--- config.mk ---
export PLATFORM = sky130hd
export DESIGN_NAME = approx_mul_acc
export DESIGN_NICKNAME = d
export VERILOG_FILES = /design/src/rtl/approx_mul_pkg.sv /design/src/rtl/acc_sat_add.sv /design/src/rtl/approx_mul_acc.sv
export SDC_FILE = /design/constraint.sdc
export NUM_CORES = 1
export LEC_CHECK = 0
export BUFFER_PORTS_ARGS = -buffer_cell sky130_fd_sc_hd__buf_4
export CAP_MARGIN = 20
export CORE_MARGIN = 2
export CORE_UTILIZATION = 25
export CTS_CLUSTER_SIZE = 30
export DETAILED_ROUTE_END_ITERATION = 10
export PLACE_DENSITY = 0.41
export SLEW_MARGIN = 10
export SYNTH_ARGS = -nofsm -noshare
export SYNTH_HDL_FRONTEND = slang
export SYNTH_SLANG_ARGS = --single-unit
--- constraint.sdc ---
create_clock -name clk -period 2.6 [get_ports clk]
set_clock_uncertainty 0.1 [all_clocks]
set_input_delay 0.39 -clock clk [delete_from_list [all_inputs] [get_ports clk]]
set_output_delay 0.39 -clock clk [all_outputs]
set_load 0.005 [all_outputs]
--- src/rtl/approx_mul_pkg.sv ---
// Shared types and default widths for the approximate-multiplier accumulation stage.
package approx_mul_pkg;

  localparam int PROD_W_DEF = 16;
  localparam int ACC_W_DEF  = 24;
  localparam int LEN_W_DEF  = 8;

  typedef enum logic [1:0] {
    IDLE  = 2'd0,
    ACCUM = 2'd1,
    HOLD  = 2'd2
  } state_t;

endpackage

--- src/rtl/acc_sat_add.sv ---
// Combinational accumulator + product adder; clamps to all-ones on carry-out
// when built with ACC_SAT_EN.
module acc_sat_add
  import approx_mul_pkg::*;
#(
  parameter int PROD_W = PROD_W_DEF,
  parameter int ACC_W  = ACC_W_DEF
) (
  input  logic [ACC_W-1:0]  acc,
  input  logic [PROD_W-1:0] prod,
  output logic [ACC_W-1:0]  sum,
  output logic              carry
);

  logic [ACC_W:0] full;

  assign full  = {1'b0, acc} + (ACC_W+1)'(prod);
  assign carry = full[ACC_W];

`ifdef ACC_SAT_EN
  // Once clamped, any further nonzero product carries again, so max is sticky.
  assign sum = carry ? '1 : full[ACC_W-1:0];
`else
  assign sum = full[ACC_W-1:0];
`endif

endmodule

--- src/rtl/approx_mul_acc.sv ---
// Block accumulator for the approximate multiplier product stream.
// Optional saturating arithmetic is enabled with the ACC_SAT_EN macro.
module approx_mul_acc
  import approx_mul_pkg::*;
#(
  parameter int PROD_W = PROD_W_DEF,
  parameter int ACC_W  = ACC_W_DEF,
  parameter int LEN_W  = LEN_W_DEF
) (
  input  logic              clk,
  input  logic              rst,
  input  logic [LEN_W-1:0]  len_i,
  input  logic              in_valid,
  output logic              in_ready,
  input  logic [PROD_W-1:0] prod_i,
  output logic              out_valid,
  input  logic              out_ready,
  output logic [ACC_W-1:0]  acc_o,
  output logic [LEN_W-1:0]  cnt_o,
  output logic              sat_o
);

  state_t            state;
  logic [ACC_W-1:0]  acc;
  logic [LEN_W-1:0]  cnt;
  logic [LEN_W-1:0]  len_q;
  logic [LEN_W-1:0]  cnt_nxt;
  logic [LEN_W-1:0]  len_eff;
  logic [ACC_W-1:0]  sum;
  logic              carry;

  acc_sat_add #(
    .PROD_W (PROD_W),
    .ACC_W  (ACC_W)
  ) u_add (
    .acc   (acc),
    .prod  (prod_i),
    .sum   (sum),
    .carry (carry)
  );

  assign cnt_nxt = cnt + LEN_W'(1);
  assign len_eff = (len_i == '0) ? LEN_W'(1) : len_i;

  // Handshake flags come from state only; rst masks ready while held.
  assign in_ready  = !rst && (state != HOLD);
  assign out_valid = (state == HOLD);
  assign acc_o     = acc;
  assign cnt_o     = cnt;

`ifdef ACC_SAT_EN
  logic sat;
  assign sat_o = sat;
`else
  logic unused_carry;
  assign unused_carry = carry;
  assign sat_o        = 1'b0;
`endif

  always_ff @(posedge clk or posedge rst) begin
    if (rst) begin
      state <= IDLE;
      acc   <= '0;
      cnt   <= '0;
      len_q <= '0;
`ifdef ACC_SAT_EN
      sat   <= 1'b0;
`endif
    end else begin
      case (state)
        IDLE: if (in_valid) begin
          len_q <= len_eff;
          acc   <= ACC_W'(prod_i);
          cnt   <= LEN_W'(1);
`ifdef ACC_SAT_EN
          sat   <= 1'b0;
`endif
          state <= (len_eff == LEN_W'(1)) ? HOLD : ACCUM;
        end
        ACCUM: if (in_valid) begin
          acc <= sum;
          cnt <= cnt_nxt;
`ifdef ACC_SAT_EN
          sat <= sat | carry;
`endif
          if (cnt_nxt == len_q) state <= HOLD;
        end
        HOLD: if (out_ready) state <= IDLE;
        default: state <= IDLE;
      endcase
    end
  end

endmodule

==> results.ini, run 1 <==
[status]
run_status=finished clean

[die]
start_util_pct=25.4
die_height_um=114
std_cell_rows=40
die_area_um2=13100
fp.dieW_um=114
io-pin-count=63
placeableCoreArea_um2=12000

[layout]
antenna-diode-count=0
finish.utilization_pct=32.7
nets=467
fin_cells=568
num-fill-cells=1251
final_layout_size_suffix_gt1_share_pct=25.4
areaGrowthSynthToFinish_pct=28.7

[clock_tree]
insertion_delay_ps=280
cts_tree=built
cts_buffer_depth=2
clock_transition_at_path_regs_ps=60
ctsRootBufferMaster=clkbuf_16
clock_sinks=42
cts_made_buffers=5
postCtsSetupRepairBufs=0
ctsHtreeMaxLevel=2

[placement]
buffer_ports.inserted=61
dp_slack_ps=-60.7
gp_routability_congestion=0.804
placed_cells_incl_taps=560
hpwl_mm=6.74

[drt]
via_count=2773
ant_nets=0
avg_vias_per_cell=4.88
drc=0
drt_first_iter_violations=76
route.detailed.wl_per_inst_um=15.7
firstDrtPassIters=4
wl_mm=8.91

[setup_path]
reg2reg_from=acc_o[4]
critical_path.max_fanout=5
worst-setup-path-type=register to register
largest_stage_delay_on_the_critical_path_ps=400
critical_path.cell_chain=ha_1 -> a21o_1 -> a31o_1 -> o32ai_2 -> o221a_4 -> o221ai_2 -> xnor2_1 -> o22ai_1
required_ps=2660
setup.worst_path.start=acc_o[4]
nature_of_the_critical_path_startpoint=register
slowest_cp_cell=dfrtp_1
end_kind=register
worstPathArrival_ps=2490

[power_and_ir_drop]
p_total_uw=4390
power_density_nw_per_um2=1120
peakVddDrop_v=0.000270
power.leakage_uw=0.00180

[sta]
worst_slack_on_hold_paths_ps=248
timing.final.crit_share_pct=93.5
drv_slew=0
grt_setup_unrepaired=no
final_setup_margin_ps=168
timing.slew.headroom_pct=57.4
worst_slew_pin_slew_ps=640
setup_viol=0
hold_viol_final=0
timing.fmax_mhz=411
final.min_clock_period_ps=2430

[synthesis]
synthesis.nets=401
synth_edf_count=0
ys_ff_latch=42
number_of_different_library_cells_in_the_post_synthesis_netlist=53
syn_area_um2=3040
synth_area_per_cell_um2=8.56
asyncSetResetFlopFracSynth_pct=100
synth_sequential_area_ratio_pct=34.6
synthFlopType=dfrtp_1
synthesis.instances=355
yosysWarnings=0

[grt]
grt_max_degree=24
antenna_found_initial=0
grt_first_pass_wirelength_mm=14.5
globalRouteTotalUtil_pct=14.1
first_global_vias=2742
grt-ovfl-total=0

[run]
max_cap_violations=0

[hold_path]
hold_path.class=input port to register
holdCritStartpoint=len_i[5]

-- state kept, by name, summed over array words and instances (netlist names) --
name	flops
len_q	8
cnt_o	8
state	2
acc_o	24
-- Yosys cell counts (6+ instances only) --
master,instances,area [µm²]
dfrtp_1,42,1050
nand2_1,36,135
a21oi_1,35,175
o21ai_0,35,175
nor2_1,22,82.6
ha_1,17,213
xnor2_1,14,123
nand3_1,12,60.1
clkbuf_1,11,41.3
mux2i_1,11,110
nor2b_1,11,68.8
and3_1,10,62.6
inv_1,10,37.5
mux2_2,7,78.8
nand4_1,6,37.5
-- through the flow --
step | TNS, ps | instance area [µm²]
after floorplan | 0 | 3040
after global placement | -37.3 | 3720
after detailed placement | -112 | 3720
after CTS | 0 | 3860
after global routing | 0 | 3910
final | 0 | 3910
-- metal layers --
metal	global-route usage [%]	vias to the layer above	wire length, µm	share of wire [%]
li1	-	1408	-	-
met1	19.1	1312	4290	48
met2	23.7	47	4220	47
met3	2.17	6	303	3.4
met4	3.01	0	89	1.0
met5	0	-	0	0
-- worst max-delay path: cells and delay by family (launching register included) --
family	cells	cell delay [ps]
flops	1	400
compound gates	6	1320
xor+xnor	1	150
fa+ha+maj	1	360
-- path summary, 6_finish.rpt --
path                              to  slack [ps]  depth (start not counted)
max                        acc_o[15]         170                          8
min                         len_q[5]         250                          2
max reg2reg                acc_o[15]         170                          8
min reg2reg                 state[0]         410                          1
max in group asynchronous  acc_o[17]        1320                          4
min in group asynchronous   len_q[7]         520                          3
-- cell type report --
cell class / count / area, µm² / area share (%)
Clock inverter: 2 / 10.0 / 0.256
Sequential cell: 42 / 1050 / 26.9
Tap cell: 147 / 184 / 4.70
Clock buffer: 5 / 125 / 3.20
Inverter: 11 / 41.3 / 1.05
Multi-Input combinational cell: 284 / 1920 / 49.1
Timing Repair Buffer: 77 / 581 / 14.8
-- cells by family (layout without fill, tap and decap cells) --
kind of cell	after synthesis	in the layout	synth area share [%]
mux	18	18	6.21
xor+xnor	19	19	5.47
simple gates	118	118	19.2
flops	42	42	34.6
buf+inv	29	95	3.87
compound gates	110	110	22.9
fa+ha+maj	18	18	7.65
other cells	1	1	0.123
-- report_power, final --
group,switching (µW),internal (µW),leakage [µW],total [µW]
Clock,257,347,0.0000694,604
Combinational,1240,1270,0.00123,2510
Sequential,344,938,0.000493,1280
Total,1840,2560,0.00180,4390
-- layout by cell type (no fill, tap or decap), drive strengths merged, types with 2 or more instances in the layout --
cell / synthesis / final
ha: 17 / 17
xnor2: 14 / 14
clkinv: 1 / 4
a21o: 5 / 5
nand3: 13 / 13
o31ai: 5 / 5
o2111ai: 2 / 2
o21ai: 35 / 35
inv: 10 / 9
and2: 3 / 3
nor3: 3 / 3
or3: 4 / 4
and3: 11 / 11
mux2: 7 / 7
nand4: 6 / 6
nor2: 22 / 22
a22oi: 2 / 2
a22o: 2 / 2
clkbuf: 11 / 5
nor2b: 11 / 11
o21a: 4 / 4
o22ai: 5 / 5
mux2i: 11 / 11
xor2: 5 / 5
dfrtp: 42 / 42
nand2: 36 / 36
buf: 7 / 76
or2: 2 / 2
nand2b: 4 / 4
a21oi: 35 / 35
o211ai: 3 / 3
-- what timing repair did --
| item | 4_1_cts | 5_1_grt |
|---|---|---|
| endpoints found under the hold margin | 9 | 0 |
| resized for setup | 0 | 10 |
| hold buffers | 1 | 0 |
| setup endpoints to repair | 0 | 8 |
No activity file was read; power rests on OpenSTA's default activity.
==> run 2, diff against run 1 <==
--- a/config.mk
+++ b/config.mk
@@ -5,7 +5,8 @@
 export SDC_FILE = /design/constraint.sdc
 export NUM_CORES = 1
 export LEC_CHECK = 0
-export BUFFER_PORTS_ARGS = -buffer_cell sky130_fd_sc_hd__buf_4
+export ABC_AREA = 1
+export BUFFER_PORTS_ARGS = -buffer_cell sky130_fd_sc_hd__clkbuf_2
 export CAP_MARGIN = 20
 export CORE_MARGIN = 2
 export CORE_UTILIZATION = 25
==> results.ini, run 2 <==
[synthesis]
synthFlopType=dfrtp_1  ; unchanged
asyncSetResetFlopFracSynth_pct=100  ; unchanged
yosysWarnings=0  ; unchanged
synth_area_leader_cell=dfrtp_1  ; unchanged
synth.top_cells.by_area=dfrtp_1 (34%), nand2_1 (17%), ha_1 (6.8%)  ; was dfrtp_1 (35%), ha_1 (7.0%), a21oi_1 (5.8%)
synth_sequential_area_ratio_pct=33.6  ; was 34.6%
number_of_different_library_cells_in_the_post_synthesis_netlist=33  ; was 53
synthesis.instances=461  ; was 355
synthesis.nets=507  ; was 401
ys_ff_latch=42  ; unchanged
synth_area_per_cell_um2=6.78  ; was 8.56 µm²
synth_most_common_cell=nand2_1  ; was dfrtp_1
synth_top_cells_by_count=nand2_1 (138), inv_1 (49), nor2_1 (44)  ; was dfrtp_1 (42), nand2_1 (36), a21oi_1 (35), o21ai_0 (35), nor2_1 (22)
synth_top_area_share_pct=33.6  ; was 34.6%
synth_edf_count=0  ; unchanged
syn_area_um2=3130  ; was 3040 µm²

[grt]
grt_use_met1_pct=19.7  ; was 19.1%
antenna_found_initial=0  ; unchanged
globalRouteTotalUtil_pct=15.3  ; was 14.1%
grt_met3_use_pct=2.67  ; was 2.17%
first_global_vias=3166  ; was 2742
grt_max_degree=29  ; was 24
gr-max-usage-layer=met2  ; unchanged
grt_first_pass_wirelength_mm=15.9  ; was 14.5 mm
grt_use_met2_pct=26.2  ; was 23.7%
grt-ovfl-total=0  ; unchanged

[setup_path]
worst_path_most_repeated_cell=nand2_1
nature_of_the_critical_path_startpoint=register  ; unchanged
crit_family=simple AND/OR/NAND/NOR gates  ; was compound AO/OA/AOI/OAI gates
required_ps=2690  ; was 2660 ps
largest_stage_delay_on_the_critical_path_ps=410  ; was 400 ps
end_kind=register  ; unchanged
critical_path.cell_chain=ha_1 -> inv_1 -> fa_1 -> o21ai_2 -> nand2_1 -> nand2_1 -> nand2_1 -> nand2_1 -> nand2_1 -> nand2_2 -> nand3_1 -> nand2_1 -> nor2_1  ; was ha_1 -> a21o_1 -> a31o_1 -> o32ai_2 -> o221a_4 -> o221ai_2 -> xnor2_1 -> o22ai_1
worstPathArrival_ps=2320  ; was 2490 ps
path_buf_inv=1  ; was 0
critical_path.max_fanout=4  ; was 5
slowest_cp_cell=fa_1  ; was dfrtp_1
worst-setup-path-type=register to register  ; unchanged

[clock_tree]
cts.repair.resized=0  ; unchanged
insertion_delay_ps=300  ; was 280 ps
cts_buffer_depth=2  ; unchanged
ctsRootBufferMaster=clkbuf_16  ; unchanged
cts_tree=built  ; unchanged
postCtsSetupRepairBufs=0  ; unchanged
cts_made_buffers=5  ; unchanged
clock_transition_at_path_regs_ps=70  ; was 60 ps
cts_hold_buffers=1  ; unchanged
ctsHtreeMaxLevel=2  ; unchanged
clock_sinks=42  ; unchanged

[sta]
hold_viol_final=0  ; unchanged
timing.slew.headroom_pct=56.9  ; was 57.4%
final.min_clock_period_ps=2230  ; was 2430 ps
setup_viol=0  ; unchanged
drv_slew=0  ; unchanged
grt_setup_unrepaired=no  ; unchanged
worst_slew_pin_slew_ps=645  ; was 640 ps
fin_tns_setup_ps=0  ; unchanged
timing.fmax_mhz=449  ; was 411 MHz
worst_slack_on_hold_paths_ps=222  ; was 248 ps
timing.final.crit_share_pct=85.7  ; was 93.5%

[power_and_ir_drop]
power.leakage_uw=0.00193  ; was 0.00180 µW
power_density_nw_per_um2=1060  ; was 1120 nW/µm²
peakVddDrop_v=0.000317  ; was 0.000270 V

[drt]
drc=0  ; unchanged
drt_first_iter_violations=159  ; was 76
via_count=3151  ; was 2773
ant_nets=0  ; unchanged
route.detailed.wl_per_inst_um=13.8  ; was 15.7 µm
avg_vias_per_cell=4.53  ; was 4.88
firstDrtPassIters=4  ; unchanged
wl_mm=9.59  ; was 8.91 mm

[layout]
areaGrowthSynthToFinish_pct=22.1  ; was 28.7%
antenna-diode-count=0  ; unchanged
area_occupied_by_multi_input_gates_um2=1830  ; was 1920 µm²
final_cell_mix=nand2_1 (138), clkbuf_2 (61), inv_1 (48)  ; was buf_4 (76), dfrtp_1 (42), nand2_1 (36)
largest_register_ffs=24  ; unchanged
final_layout_size_suffix_gt1_share_pct=19.1  ; was 25.4%
nets=573  ; was 467
postLayoutCellArea_um2=3820  ; was 3910 µm²
regArea_um2=1050  ; unchanged
num-fill-cells=1370  ; was 1251
finish.utilization_pct=31.5  ; was 32.7%
mostFrequentLayoutCell=nand2_1  ; was buf_4

[die]
die_height_um=116  ; was 114 µm
io-pin-count=63  ; unchanged
placeableCoreArea_um2=12100  ; was 12000 µm²
std_cell_rows=40  ; unchanged
start_util_pct=25.8  ; was 25.4%
fp.dieW_um=116  ; was 114 µm
die_area_um2=13400  ; was 13100 µm²

[run]
max_cap_violations=0  ; unchanged

[hold_path]
hold_path.class=input port to register  ; unchanged

[placement]
placedInstanceArea_um2=3660  ; was 3720 µm²
gp_routability_congestion=0.844  ; was 0.804
buffer_ports.inserted=61  ; unchanged
hpwl_mm=7.40  ; was 6.74 mm

[status]
run_status=finished clean  ; unchanged

[run 2: cell count changes in the layout (fill, tap and decap cells not counted), moves of 21 or more]
cell      before  now
nand3_1       11   35
buf_4         76    6
nor2_1        22   43
nand2_1       36  138
clkbuf_2       0   61
inv_1          9   48
[run 2: path summary, 6_finish.rpt]
kind | start | end | slack [ps] | depth (start not counted)
min | len_i[4] | len_q[4] | 220 | 3
min reg2reg | len_q[2] | len_q[2] | 390 | 2
min in group asynchronous | rst | state[0] | 470 | 3
max reg2reg | acc_o[0] | acc_o[18] | 370 | 13
max | acc_o[0] | acc_o[18] | 370 | 13
max in group asynchronous | rst | len_q[6] | 1330 | 5
[run 2: cell families (layout without fill, tap and decap cells)]
kind of cell	count (synthesis)	after routing	share of synthesized area, %
AND/OR/NAND/NOR	248	248	34.1
AO/OA/AOI/OAI	80	80	14.2
buffers and inverters	63	130	8.01
flip-flops	42	42	33.6
adder cells (fa/ha/maj)	18	18	7.45
XOR/XNOR	9	9	2.52
other	1	1	0.120
[run 2: cell type report]
| class | count | area share [%] |
|---|---|---|
| clock buffers | 6 | 3.38 |
| well taps | 168 | 5.51 |
| multi-input cells | 356 | 47.9 |
| inverters | 53 | 5.21 |
| flip-flops and latches | 42 | 27.5 |
| repair buffers | 69 | 10.2 |
| clock inverters | 2 | 0.361 |
[run 2: power breakdown]
group / internal (µW) / switching [µW] / total [µW]
Clock: 358 / 299 / 657
Combinational: 849 / 1410 / 2260
Sequential: 891 / 260 / 1150
[run 2: stage by stage]
step	worst slack [ps]	power (µW)	std cells
floorplan	616	2710	461
global placement	303	3450	686
detailed placement	267	3450	687
CTS	346	4140	696
global route	120	4490	696
finish	371	4070	696
[run 2: metal layers]
layer	up-vias	share of wire, %
met5	-	0
met4	0	1.8
met3	11	4.4
met2	65	48
met1	1443	46
li1	1632	-
[run 2: worst register-to-register path, cell delays in order (launching register included)]
cell and delay (ps):
dfrtp_1 380, ha_1 190, inv_1 60, fa_1 410, o21ai_2 200, nand2_1 110, nand2_1 170, nand2_1 100
nand2_1 100, nand2_1 60, nand2_2 80, nand3_1 70, nand2_1 70, nor2_1 40
